==> config.mk <==
export PLATFORM = sky130hd
export DESIGN_NAME = id_ex_operand_stage_flat
export DESIGN_NICKNAME = d
export VERILOG_FILES = /design/src/rtl/id_ex_operand_if.sv /design/src/rtl/id_ex_operand_stage.sv /design/src/flat_wrapper.sv
export SDC_FILE = /design/constraint.sdc
export NUM_CORES = 1
export LEC_CHECK = 0
export BUFFER_PORTS_ARGS = -buffer_cell sky130_fd_sc_hd__buf_4
export CAP_MARGIN = 0
export CORE_ASPECT_RATIO = 1.75
export CORE_MARGIN = 2
export CORE_UTILIZATION = 29
export DETAILED_ROUTE_END_ITERATION = 6
export PLACE_DENSITY = 0.6
export SYNTH_ARGS = -nofsm -noshare
export SYNTH_HDL_FRONTEND = slang
export SYNTH_SLANG_ARGS = --single-unit
export TNS_END_PERCENT = 10
==> constraint.sdc <==
create_clock -name clk -period 7.32 [get_ports clk]
set_input_delay 1.83 -clock clk [delete_from_list [all_inputs] [get_ports clk]]
set_output_delay 1.83 -clock clk [all_outputs]
set_load 0.05 [all_outputs]
==> src/rtl/id_ex_operand_if.sv <==
// Bus between decode/forwarding sources and the ID/EX operand stage.
// The master drives ID fields and the MEM/WB forward taps; the slave returns stall and the EX-side values.
interface id_ex_operand_if #(
  parameter int DATA_W = 32,
  parameter int REG_AW = 5
);
  logic              flush;
  logic              id_valid;
  logic [DATA_W-1:0] id_rs_data;
  logic [DATA_W-1:0] id_rt_data;
  logic [REG_AW-1:0] id_rs_addr;
  logic [REG_AW-1:0] id_rt_addr;
  logic              id_rs_used;
  logic              id_rt_used;
  logic [REG_AW-1:0] id_rd_addr;
  logic [DATA_W-1:0] id_imm;
  logic [4:0]        id_shamt;
  logic [1:0]        id_op1_sel;
  logic              id_alu_src;
  logic [4:0]        id_alu_ctrl;
  logic              id_sign;
  logic              id_reg_write;
  logic              id_mem_read;
  logic              id_mem_write;
  logic              mem_reg_write;
  logic [REG_AW-1:0] mem_rd_addr;
  logic [DATA_W-1:0] mem_fwd_data;
  logic              wb_reg_write;
  logic [REG_AW-1:0] wb_rd_addr;
  logic [DATA_W-1:0] wb_data;

  logic              stall;
  logic              ex_valid;
  logic [DATA_W-1:0] alu_in1;
  logic [DATA_W-1:0] alu_in2;
  logic [4:0]        alu_ctrl;
  logic              alu_sign;
  logic [REG_AW-1:0] ex_rd_addr;
  logic              ex_reg_write;
  logic              ex_mem_read;
  logic              ex_mem_write;
  logic [DATA_W-1:0] ex_store_data;

  modport master (
    output flush, id_valid, id_rs_data, id_rt_data, id_rs_addr, id_rt_addr,
           id_rs_used, id_rt_used, id_rd_addr, id_imm, id_shamt, id_op1_sel,
           id_alu_src, id_alu_ctrl, id_sign, id_reg_write, id_mem_read,
           id_mem_write, mem_reg_write, mem_rd_addr, mem_fwd_data,
           wb_reg_write, wb_rd_addr, wb_data,
    input  stall, ex_valid, alu_in1, alu_in2, alu_ctrl, alu_sign, ex_rd_addr,
           ex_reg_write, ex_mem_read, ex_mem_write, ex_store_data
  );

  modport slave (
    input  flush, id_valid, id_rs_data, id_rt_data, id_rs_addr, id_rt_addr,
           id_rs_used, id_rt_used, id_rd_addr, id_imm, id_shamt, id_op1_sel,
           id_alu_src, id_alu_ctrl, id_sign, id_reg_write, id_mem_read,
           id_mem_write, mem_reg_write, mem_rd_addr, mem_fwd_data,
           wb_reg_write, wb_rd_addr, wb_data,
    output stall, ex_valid, alu_in1, alu_in2, alu_ctrl, alu_sign, ex_rd_addr,
           ex_reg_write, ex_mem_read, ex_mem_write, ex_store_data
  );
endinterface

==> src/rtl/id_ex_operand_stage.sv <==
// ID/EX pipeline register with EX-side operand forwarding and load-use stall.
// id_valid/ex_valid mark real instructions; no ready exists: stall holds ID for one cycle and a bubble enters EX.
module id_ex_operand_stage #(
  parameter int DATA_W = 32,
  parameter int REG_AW = 5
) (
  input  logic           clk,
  input  logic           reset,
  id_ex_operand_if.slave bus
);
  localparam logic [4:0] CTRL_ZERO = 5'b11111;

  logic              ex_valid_q;
  logic [DATA_W-1:0] rs_data_q;
  logic [DATA_W-1:0] rt_data_q;
  logic [REG_AW-1:0] rs_addr_q;
  logic [REG_AW-1:0] rt_addr_q;
  logic [REG_AW-1:0] rd_addr_q;
  logic [DATA_W-1:0] imm_q;
  logic [4:0]        shamt_q;
  logic [1:0]        op1_sel_q;
  logic              alu_src_q;
  logic [4:0]        alu_ctrl_q;
  logic              sign_q;
  logic              reg_write_q;
  logic              mem_read_q;
  logic              mem_write_q;

  logic              stall_c;
  logic              rs_hit;
  logic              rt_hit;
  logic [DATA_W-1:0] fwd_rs;
  logic [DATA_W-1:0] fwd_rt;
  logic [DATA_W-1:0] in1_c;

  function automatic logic [DATA_W-1:0] forward(
    input logic [REG_AW-1:0] addr,
    input logic [DATA_W-1:0] captured,
    input logic              m_we,
    input logic [REG_AW-1:0] m_addr,
    input logic [DATA_W-1:0] m_data,
    input logic              w_we,
    input logic [REG_AW-1:0] w_addr,
    input logic [DATA_W-1:0] w_data
  );
    logic [DATA_W-1:0] r;
    if (addr == '0)                           r = '0;
    else if (m_we && (m_addr == addr))        r = m_data;
    else if (w_we && (w_addr == addr))        r = w_data;
    else                                      r = captured;
    return r;
  endfunction

  always_comb begin
    rs_hit  = bus.id_rs_used && (bus.id_rs_addr == rd_addr_q);
    rt_hit  = bus.id_rt_used && (bus.id_rt_addr == rd_addr_q);
    stall_c = ex_valid_q && mem_read_q && (rd_addr_q != '0) && bus.id_valid &&
              !bus.flush && (rs_hit || rt_hit);
  end

  always_ff @(posedge clk) begin
    if (reset || bus.flush || stall_c) begin
      ex_valid_q  <= 1'b0;
      rs_data_q   <= '0;
      rt_data_q   <= '0;
      rs_addr_q   <= '0;
      rt_addr_q   <= '0;
      rd_addr_q   <= '0;
      imm_q       <= '0;
      shamt_q     <= '0;
      op1_sel_q   <= '0;
      alu_src_q   <= 1'b0;
      alu_ctrl_q  <= CTRL_ZERO;
      sign_q      <= 1'b0;
      reg_write_q <= 1'b0;
      mem_read_q  <= 1'b0;
      mem_write_q <= 1'b0;
    end else begin
      ex_valid_q  <= bus.id_valid;
      rs_data_q   <= bus.id_rs_data;
      rt_data_q   <= bus.id_rt_data;
      rs_addr_q   <= bus.id_rs_addr;
      rt_addr_q   <= bus.id_rt_addr;
      rd_addr_q   <= bus.id_rd_addr;
      imm_q       <= bus.id_imm;
      shamt_q     <= bus.id_shamt;
      op1_sel_q   <= bus.id_op1_sel;
      alu_src_q   <= bus.id_alu_src;
      alu_ctrl_q  <= bus.id_alu_ctrl;
      sign_q      <= bus.id_sign;
      reg_write_q <= bus.id_reg_write && bus.id_valid;
      mem_read_q  <= bus.id_mem_read && bus.id_valid;
      mem_write_q <= bus.id_mem_write && bus.id_valid;
    end
  end

  always_comb begin
    fwd_rs = forward(rs_addr_q, rs_data_q, bus.mem_reg_write, bus.mem_rd_addr,
                     bus.mem_fwd_data, bus.wb_reg_write, bus.wb_rd_addr, bus.wb_data);
    fwd_rt = forward(rt_addr_q, rt_data_q, bus.mem_reg_write, bus.mem_rd_addr,
                     bus.mem_fwd_data, bus.wb_reg_write, bus.wb_rd_addr, bus.wb_data);
  end

  // The ALU reads shift amounts from input_1[10:6].
  always_comb begin
    in1_c = '0;
    case (op1_sel_q)
      2'd0:    in1_c = fwd_rs;
      2'd1:    in1_c[10:6] = shamt_q;
      2'd2:    in1_c[10:6] = fwd_rs[4:0];
      default: in1_c = '0;
    endcase
  end

  assign bus.stall         = stall_c;
  assign bus.ex_valid      = ex_valid_q;
  assign bus.alu_in1       = in1_c;
  assign bus.alu_in2       = alu_src_q ? imm_q : fwd_rt;
  assign bus.alu_ctrl      = alu_ctrl_q;
  assign bus.alu_sign      = sign_q;
  assign bus.ex_rd_addr    = rd_addr_q;
  assign bus.ex_reg_write  = reg_write_q;
  assign bus.ex_mem_read   = mem_read_q;
  assign bus.ex_mem_write  = mem_write_q;
  assign bus.ex_store_data = fwd_rt;
endmodule

==> src/flat_wrapper.sv <==
// flat-port wrapper written by rule: the top's interface ports become plain ports
module id_ex_operand_stage_flat 
#(
  parameter int DATA_W = 32,
  parameter int REG_AW = 5
)
  (clk, reset, bus_flush, bus_id_valid, bus_id_rs_data, bus_id_rt_data, bus_id_rs_addr, bus_id_rt_addr, bus_id_rs_used, bus_id_rt_used, bus_id_rd_addr, bus_id_imm, bus_id_shamt, bus_id_op1_sel, bus_id_alu_src, bus_id_alu_ctrl, bus_id_sign, bus_id_reg_write, bus_id_mem_read, bus_id_mem_write, bus_mem_reg_write, bus_mem_rd_addr, bus_mem_fwd_data, bus_wb_reg_write, bus_wb_rd_addr, bus_wb_data, bus_stall, bus_ex_valid, bus_alu_in1, bus_alu_in2, bus_alu_ctrl, bus_alu_sign, bus_ex_rd_addr, bus_ex_reg_write, bus_ex_mem_read, bus_ex_mem_write, bus_ex_store_data);
  id_ex_operand_if #(.DATA_W(DATA_W), .REG_AW(REG_AW)) bus_i ();
  input  logic clk;
  input  logic reset;
  input wire logic [$bits(bus_i.flush)-1:0] bus_flush;
  input wire logic [$bits(bus_i.id_valid)-1:0] bus_id_valid;
  input wire logic [$bits(bus_i.id_rs_data)-1:0] bus_id_rs_data;
  input wire logic [$bits(bus_i.id_rt_data)-1:0] bus_id_rt_data;
  input wire logic [$bits(bus_i.id_rs_addr)-1:0] bus_id_rs_addr;
  input wire logic [$bits(bus_i.id_rt_addr)-1:0] bus_id_rt_addr;
  input wire logic [$bits(bus_i.id_rs_used)-1:0] bus_id_rs_used;
  input wire logic [$bits(bus_i.id_rt_used)-1:0] bus_id_rt_used;
  input wire logic [$bits(bus_i.id_rd_addr)-1:0] bus_id_rd_addr;
  input wire logic [$bits(bus_i.id_imm)-1:0] bus_id_imm;
  input wire logic [$bits(bus_i.id_shamt)-1:0] bus_id_shamt;
  input wire logic [$bits(bus_i.id_op1_sel)-1:0] bus_id_op1_sel;
  input wire logic [$bits(bus_i.id_alu_src)-1:0] bus_id_alu_src;
  input wire logic [$bits(bus_i.id_alu_ctrl)-1:0] bus_id_alu_ctrl;
  input wire logic [$bits(bus_i.id_sign)-1:0] bus_id_sign;
  input wire logic [$bits(bus_i.id_reg_write)-1:0] bus_id_reg_write;
  input wire logic [$bits(bus_i.id_mem_read)-1:0] bus_id_mem_read;
  input wire logic [$bits(bus_i.id_mem_write)-1:0] bus_id_mem_write;
  input wire logic [$bits(bus_i.mem_reg_write)-1:0] bus_mem_reg_write;
  input wire logic [$bits(bus_i.mem_rd_addr)-1:0] bus_mem_rd_addr;
  input wire logic [$bits(bus_i.mem_fwd_data)-1:0] bus_mem_fwd_data;
  input wire logic [$bits(bus_i.wb_reg_write)-1:0] bus_wb_reg_write;
  input wire logic [$bits(bus_i.wb_rd_addr)-1:0] bus_wb_rd_addr;
  input wire logic [$bits(bus_i.wb_data)-1:0] bus_wb_data;
  output wire logic [$bits(bus_i.stall)-1:0] bus_stall;
  output wire logic [$bits(bus_i.ex_valid)-1:0] bus_ex_valid;
  output wire logic [$bits(bus_i.alu_in1)-1:0] bus_alu_in1;
  output wire logic [$bits(bus_i.alu_in2)-1:0] bus_alu_in2;
  output wire logic [$bits(bus_i.alu_ctrl)-1:0] bus_alu_ctrl;
  output wire logic [$bits(bus_i.alu_sign)-1:0] bus_alu_sign;
  output wire logic [$bits(bus_i.ex_rd_addr)-1:0] bus_ex_rd_addr;
  output wire logic [$bits(bus_i.ex_reg_write)-1:0] bus_ex_reg_write;
  output wire logic [$bits(bus_i.ex_mem_read)-1:0] bus_ex_mem_read;
  output wire logic [$bits(bus_i.ex_mem_write)-1:0] bus_ex_mem_write;
  output wire logic [$bits(bus_i.ex_store_data)-1:0] bus_ex_store_data;
  assign bus_i.flush = bus_flush;
  assign bus_i.id_valid = bus_id_valid;
  assign bus_i.id_rs_data = bus_id_rs_data;
  assign bus_i.id_rt_data = bus_id_rt_data;
  assign bus_i.id_rs_addr = bus_id_rs_addr;
  assign bus_i.id_rt_addr = bus_id_rt_addr;
  assign bus_i.id_rs_used = bus_id_rs_used;
  assign bus_i.id_rt_used = bus_id_rt_used;
  assign bus_i.id_rd_addr = bus_id_rd_addr;
  assign bus_i.id_imm = bus_id_imm;
  assign bus_i.id_shamt = bus_id_shamt;
  assign bus_i.id_op1_sel = bus_id_op1_sel;
  assign bus_i.id_alu_src = bus_id_alu_src;
  assign bus_i.id_alu_ctrl = bus_id_alu_ctrl;
  assign bus_i.id_sign = bus_id_sign;
  assign bus_i.id_reg_write = bus_id_reg_write;
  assign bus_i.id_mem_read = bus_id_mem_read;
  assign bus_i.id_mem_write = bus_id_mem_write;
  assign bus_i.mem_reg_write = bus_mem_reg_write;
  assign bus_i.mem_rd_addr = bus_mem_rd_addr;
  assign bus_i.mem_fwd_data = bus_mem_fwd_data;
  assign bus_i.wb_reg_write = bus_wb_reg_write;
  assign bus_i.wb_rd_addr = bus_wb_rd_addr;
  assign bus_i.wb_data = bus_wb_data;
  assign bus_stall = bus_i.stall;
  assign bus_ex_valid = bus_i.ex_valid;
  assign bus_alu_in1 = bus_i.alu_in1;
  assign bus_alu_in2 = bus_i.alu_in2;
  assign bus_alu_ctrl = bus_i.alu_ctrl;
  assign bus_alu_sign = bus_i.alu_sign;
  assign bus_ex_rd_addr = bus_i.ex_rd_addr;
  assign bus_ex_reg_write = bus_i.ex_reg_write;
  assign bus_ex_mem_read = bus_i.ex_mem_read;
  assign bus_ex_mem_write = bus_i.ex_mem_write;
  assign bus_ex_store_data = bus_i.ex_store_data;
  id_ex_operand_stage #(.DATA_W(DATA_W), .REG_AW(REG_AW)) u_core (.clk(clk), .reset(reset), .bus(bus_i));
endmodule
Word level (Yosys, flattened, before mapping)

Cells that the tools add are included.

Equal/unequal tests: 8
Multiplexer cells: 10
Reductions and logical operators: 22

Operator list:

| cell               | number |
|---|---|
| $mux 32            | 7 |
| $eq 5x5->1         | 6 |
| $mux 21            | 1 |
| $pmux 5 s3         | 1 |
| $logic_and 1x1->1  | 14 |
| $logic_not 5->1    | 2 |
| $mux 6             | 1 |
| $reduce_bool 5->1  | 1 |
| $logic_or 1x1->1   | 3 |
| $eq 2x1->1 const B | 1 |
| $eq 2x2->1 const B | 1 |
| $logic_not 2->1    | 1 |
| $logic_not 1->1    | 1 |

Logic and storage cells: 55
Register bits after elaboration: 129
Bits of input ports: 210
Output and inout port bits: 112

Longest topological paths before layout

Word-level depth: 6
Mapped depth: 8
Mapped depth without buffers: 6

Worst setup path after synthesis

Ideal clock, no wire load.

Path kind: in2out
Start: input port bus_mem_rd_addr[2]
End: output port bus_alu_in2[0]
Cell stages on the path: 6
Slack: 0.990 ns
Arrival: 4.500 ns
Path buffers: 1
Data required time: 5.490 ns
Path through: xor2_1 > nor4_1 > nand3_1 > clkbuf_1 > a211oi_1 > mux2_2

Cells in the longest elaborated chain, start to end: 5

Ends and longest elaborated chain:

| item                     | line                       | text |
|---|---|---|
| start: declaration       | flat_wrapper.sv:30         | `input wire logic [$bits(bus_i.mem_rd_addr)-1:0] bus_mem_rd_addr;` |
| $eq 5x5->1               | id_ex_operand_stage.sv:48  | `else if (m_we && (m_addr == addr)) r = m_data;` |
| $logic_and 1x1->1        | id_ex_operand_stage.sv:48  |  |
| $mux 32                  | id_ex_operand_stage.sv:48  |  |
| $mux 32                  | id_ex_operand_stage.sv:47  | `if (addr == '0) r = '0;` |
| net bus_ex_store_data[0] | flat_wrapper.sv:45         | `output wire logic [$bits(bus_i.ex_store_data)-1:0] bus_ex_store_data;` |
| $mux 32                  | id_ex_operand_stage.sv:118 | `assign bus.alu_in2 = alu_src_q ? imm_q : fwd_rt;` |
| end: declaration         | flat_wrapper.sv:38         | `output wire logic [$bits(bus_i.alu_in2)-1:0] bus_alu_in2;` |

The timed path passes the listed nets, and every way through them passes these cells.

Worst setup path after layout

Start: input port bus_mem_rd_addr[2]
End: output port bus_alu_in2[8]

Cells in the longest elaborated chain, start to end: 5

Ends and longest elaborated chain:

| item              | line |
|---|---|
| $eq 5x5->1        | id_ex_operand_stage.sv:48 |
| $logic_and 1x1->1 | id_ex_operand_stage.sv:48 |
| $mux 32           | id_ex_operand_stage.sv:48 |
| $mux 32           | id_ex_operand_stage.sv:47 |
| $mux 32           | id_ex_operand_stage.sv:118 |

No other way between the ends.

==> impl_metrics.env <==
export IMPL_rrSetupSlack_ns=4.93
export IMPL_slowest_delay_ns=0.64
export IMPL_synth_area_top_cells="dfxtp_1 (43%), and2_1 (13%), mux2i_1 (11%), a211oi_2 (6.2%), mux2_2 (6.0%)"
export IMPL_gr_total_overflow=0
export IMPL_clkPwrFrac_pct=43.1
export IMPL_clockBufferDepth=2
export IMPL_cts_tree="built"
export IMPL_viasPerCell=4.61
export IMPL_fin_nets=1112
export IMPL_cpMaxStageDelayCell="nand3_4"
export IMPL_post_route_period_util_pct=85.3
export IMPL_synth_warnings=0
export IMPL_synthCells=600
export IMPL_dr_pass1_iters=6
export IMPL_fin_hold_ws_ns=1.15
export IMPL_io_buffers=321
export IMPL_drc=18
export IMPL_avgSynthCellArea_um2=10.1
export IMPL_worstPathRequired_ns=5.49
export IMPL_grt_max_degree=85
export IMPL_max_slew_margin_rel_pct=36.0
export IMPL_worst_setup_path_end_kind="primary output"
export IMPL_antenna_found_initial=0
export IMPL_synthArstFlopShare_pct=0
export IMPL_synth_top_area_share_pct=42.7
export IMPL_gp_congestion=0.873
export IMPL_rr_startpoint="u_core.bus.ex_rd_addr[1]$_SDFF_PP0_"
export IMPL_p_seq_share_pct=38.3
export IMPL_worstPathMaxFanout=47
export IMPL_num_rows=69
export IMPL_first_iter_violations=175
export IMPL_ys_types=32
export IMPL_grt_pass1_vias=5644
export IMPL_fin_crit_ns=6.24
export IMPL_rsz0062_at_grt="false"
export IMPL_cts_hold_buf=0
export IMPL_hp_class="flop to flop"
export IMPL_internal_power_uw=1410
export IMPL_path_cells="buf_4 > xor2_1 > nor4_1 > nand3_4 > buf_4 > nor2_1 > a211oi_2 > mux2_2 > buf_4"
export IMPL_ioPinCount=322
export IMPL_root_buffer="clkbuf_16"
export IMPL_die_w_um=113
export IMPL_r2r_end="u_core.rs_data_q[14]$_SDFF_PP0_"
export IMPL_setup_violations=0
export IMPL_status="finished with violations"
export IMPL_netlist_area_mm2=0.00605
export IMPL_cts_buffers=17
export IMPL_dp_hpwl_mm=16.1
export IMPL_track_usage_pct=18.8
export IMPL_start_kind="input port"
export IMPL_start_util_pct=29.7
export IMPL_synth_seq_cells=129
export IMPL_drive_gt1_share_pct=47.0
export IMPL_postCtsSetupBuffers=0
export IMPL_fmax_mhz=160
export IMPL_htreeDepth=4
export IMPL_core_mm2=0.0204
export IMPL_finalHoldViolCount=0
export IMPL_clock_sinks=129
export IMPL_drv_slew=0
export IMPL_syn_nets=810
export IMPL_wl_mm=21.0
export IMPL_cap_violations=0
export IMPL_syn_to_final_growth_pct=51.9
export IMPL_synth_flop_cell="dfxtp_1"
export IMPL_skew_ns=0.00669
export IMPL_violations="DRC"
export IMPL_endpoint="bus_alu_in2[8]"
export IMPL_power_total_uw=1950
export IMPL_wl_per_cell_um=18.1
export IMPL_synth_edf_count=0
export IMPL_n_antenna_cell=0
export IMPL_comb_power_share_pct=18.6
export IMPL_die_h_um=195
export IMPL_leakage_uw=0.00405
export IMPL_worstSetupStartpoint="bus_mem_rd_addr[2]"
export IMPL_dieArea_mm2=0.0221
export IMPL_vdd_ir_drop_max_v=0.000143
export IMPL_yosysSeqAreaShare_pct=42.7
export IMPL_synth_commonest_cells="dfxtp_1 (129), and2_1 (121), nor2_1 (67)"
export IMPL_setup_tns_ns=0
export IMPL_path_class="input port to primary output"
export IMPL_r2r_cells=6
export IMPL_cp_arrival_ns=4.41
export IMPL_post_cts_resized=0
export IMPL_yosys_area_top_type="dfxtp_1"
export IMPL_ant_nets=0
export IMPL_clkSlewWorstSetupHoldPaths_ns=0.06
export IMPL_worstSkewPairLatency_ns=0.41
export IMPL_power_density_mw_per_mm2=212
export IMPL_worstHoldStart="u_core.bus.ex_mem_read$_SDFF_PP0_"
export IMPL_p_sw_share_pct=27.7
export IMPL_tightest_slew_ns=0.960
export IMPL_num_vias=5357
export IMPL_crit_path_frequent_cell="buf_4"
export IMPL_yosysMostFrequentCell="dfxtp_1"
export IMPL_p_switching_uw=539
export IMPL_grt_pass1_wl_mm=31.4
[per-stage QoR]
step                setup slack [ns]  cell area, um^2  instances  util [%]
finish                          1.08             9190       1162      45.1
floorplan                      0.990             6050        600         -
CTS                             1.07             9190       1162      45.1
global route                   0.904             9190       1162      45.1
detailed placement              1.07             8600       1131      42.2
global placement                1.09             8600       1131      42.2
[layer usage]
metal / global-route usage [%] / up-vias / wire [um]
li1: - / 2665 / -
met1: 18.8 / 2461 / 7540
met2: 36.3 / 201 / 11700
met3: 5.03 / 30 / 1200
met4: 7.27 / 0 / 582
met5: 0 / - / 0
[area by class of cell]
class | count | area, um^2
Inverter | 1 | 3.75
Fill cell | 2035 | 11200
Clock buffer | 19 | 453
Sequential cell | 129 | 2580
Tap cell | 248 | 310
Clock inverter | 12 | 134
Multi-Input combinational cell | 423 | 3230
Timing Repair Buffer | 330 | 2480
[worst min path at each step]
stage                                   endpoint  slack (ns)  cells past startpoint
6_report       u_core.bus.alu_ctrl[2]$_SDFF_PP1_        1.15                      5
5_1_grt        u_core.bus.alu_ctrl[0]$_SDFF_PP1_        1.22                      5
4_1_cts        u_core.bus.alu_ctrl[2]$_SDFF_PP1_        1.19                      5
3_5_place_dp   u_core.bus.alu_ctrl[4]$_SDFF_PP1_        1.17                      5
3_3_place_gp   u_core.bus.alu_ctrl[4]$_SDFF_PP1_        1.16                      5
2_1_floorplan  u_core.bus.alu_ctrl[0]$_SDFF_PP1_        1.18                      5
[cell usage in the layout (no fill, tap or decap), drive strengths merged, types with 2 or more instances in the layout]
cell type / count
nor3: 4
a211o: 8
bufinv: 2
mux2: 32
inv: 3
clkinv: 3
xnor2: 6
nor4: 6
and3: 5
nor2: 67
nand3: 4
clkinvlp: 5
and2: 121
nand2: 4
nand2b: 6
o21ai: 2
dfxtp: 129
or4: 3
mux2i: 64
clkbuf: 19
o211ai: 4
xor2: 24
buf: 330
a211oi: 57
[worst max-delay path: cells and delay by family]
kind | cells | cell delay (ns)
buffers and inverters | 3 | 0.79
xor gates and xnor gates | 1 | 0.15
AOI/OAI and AO/OA | 1 | 0.07
and+or+nand+nor | 3 | 1.23
muxes | 1 | 0.29
[flip-flops by register name, summed over array words and instances (netlist names)]
name	cells
u_core.alu_src_q	1
u_core.bus.alu_ctrl	5
u_core.bus.alu_sign	1
u_core.bus.ex_mem_read	1
u_core.bus.ex_mem_write	1
u_core.bus.ex_rd_addr	5
u_core.bus.ex_reg_write	1
u_core.bus.ex_valid	1
u_core.imm_q	32
u_core.op1_sel_q	2
u_core.rs_addr_q	5
u_core.rs_data_q	32
u_core.rt_addr_q	5
u_core.rt_data_q	32
u_core.shamt_q	5
[power by group through the flow]
stage,registers (uW),logic (uW),clock network [uW]
floorplan,764,196,0
global placement,761,365,0
detailed placement,761,366,0
CTS,746,367,866
global route,748,385,895
finish,746,362,838
[kinds of logic after synthesis]
| family | after synthesis | synth area share, % |
|---|---|---|
| AOI/OAI and AO/OA | 74 | 11.8 |
| xor gates and xnor gates | 30 | 4.34 |
| buffers and inverters | 48 | 4.44 |
| DFF | 129 | 42.7 |
| muxes | 96 | 16.5 |
| and+or+nand+nor | 223 | 20.2 |
(Power assumes the default switching activity.)
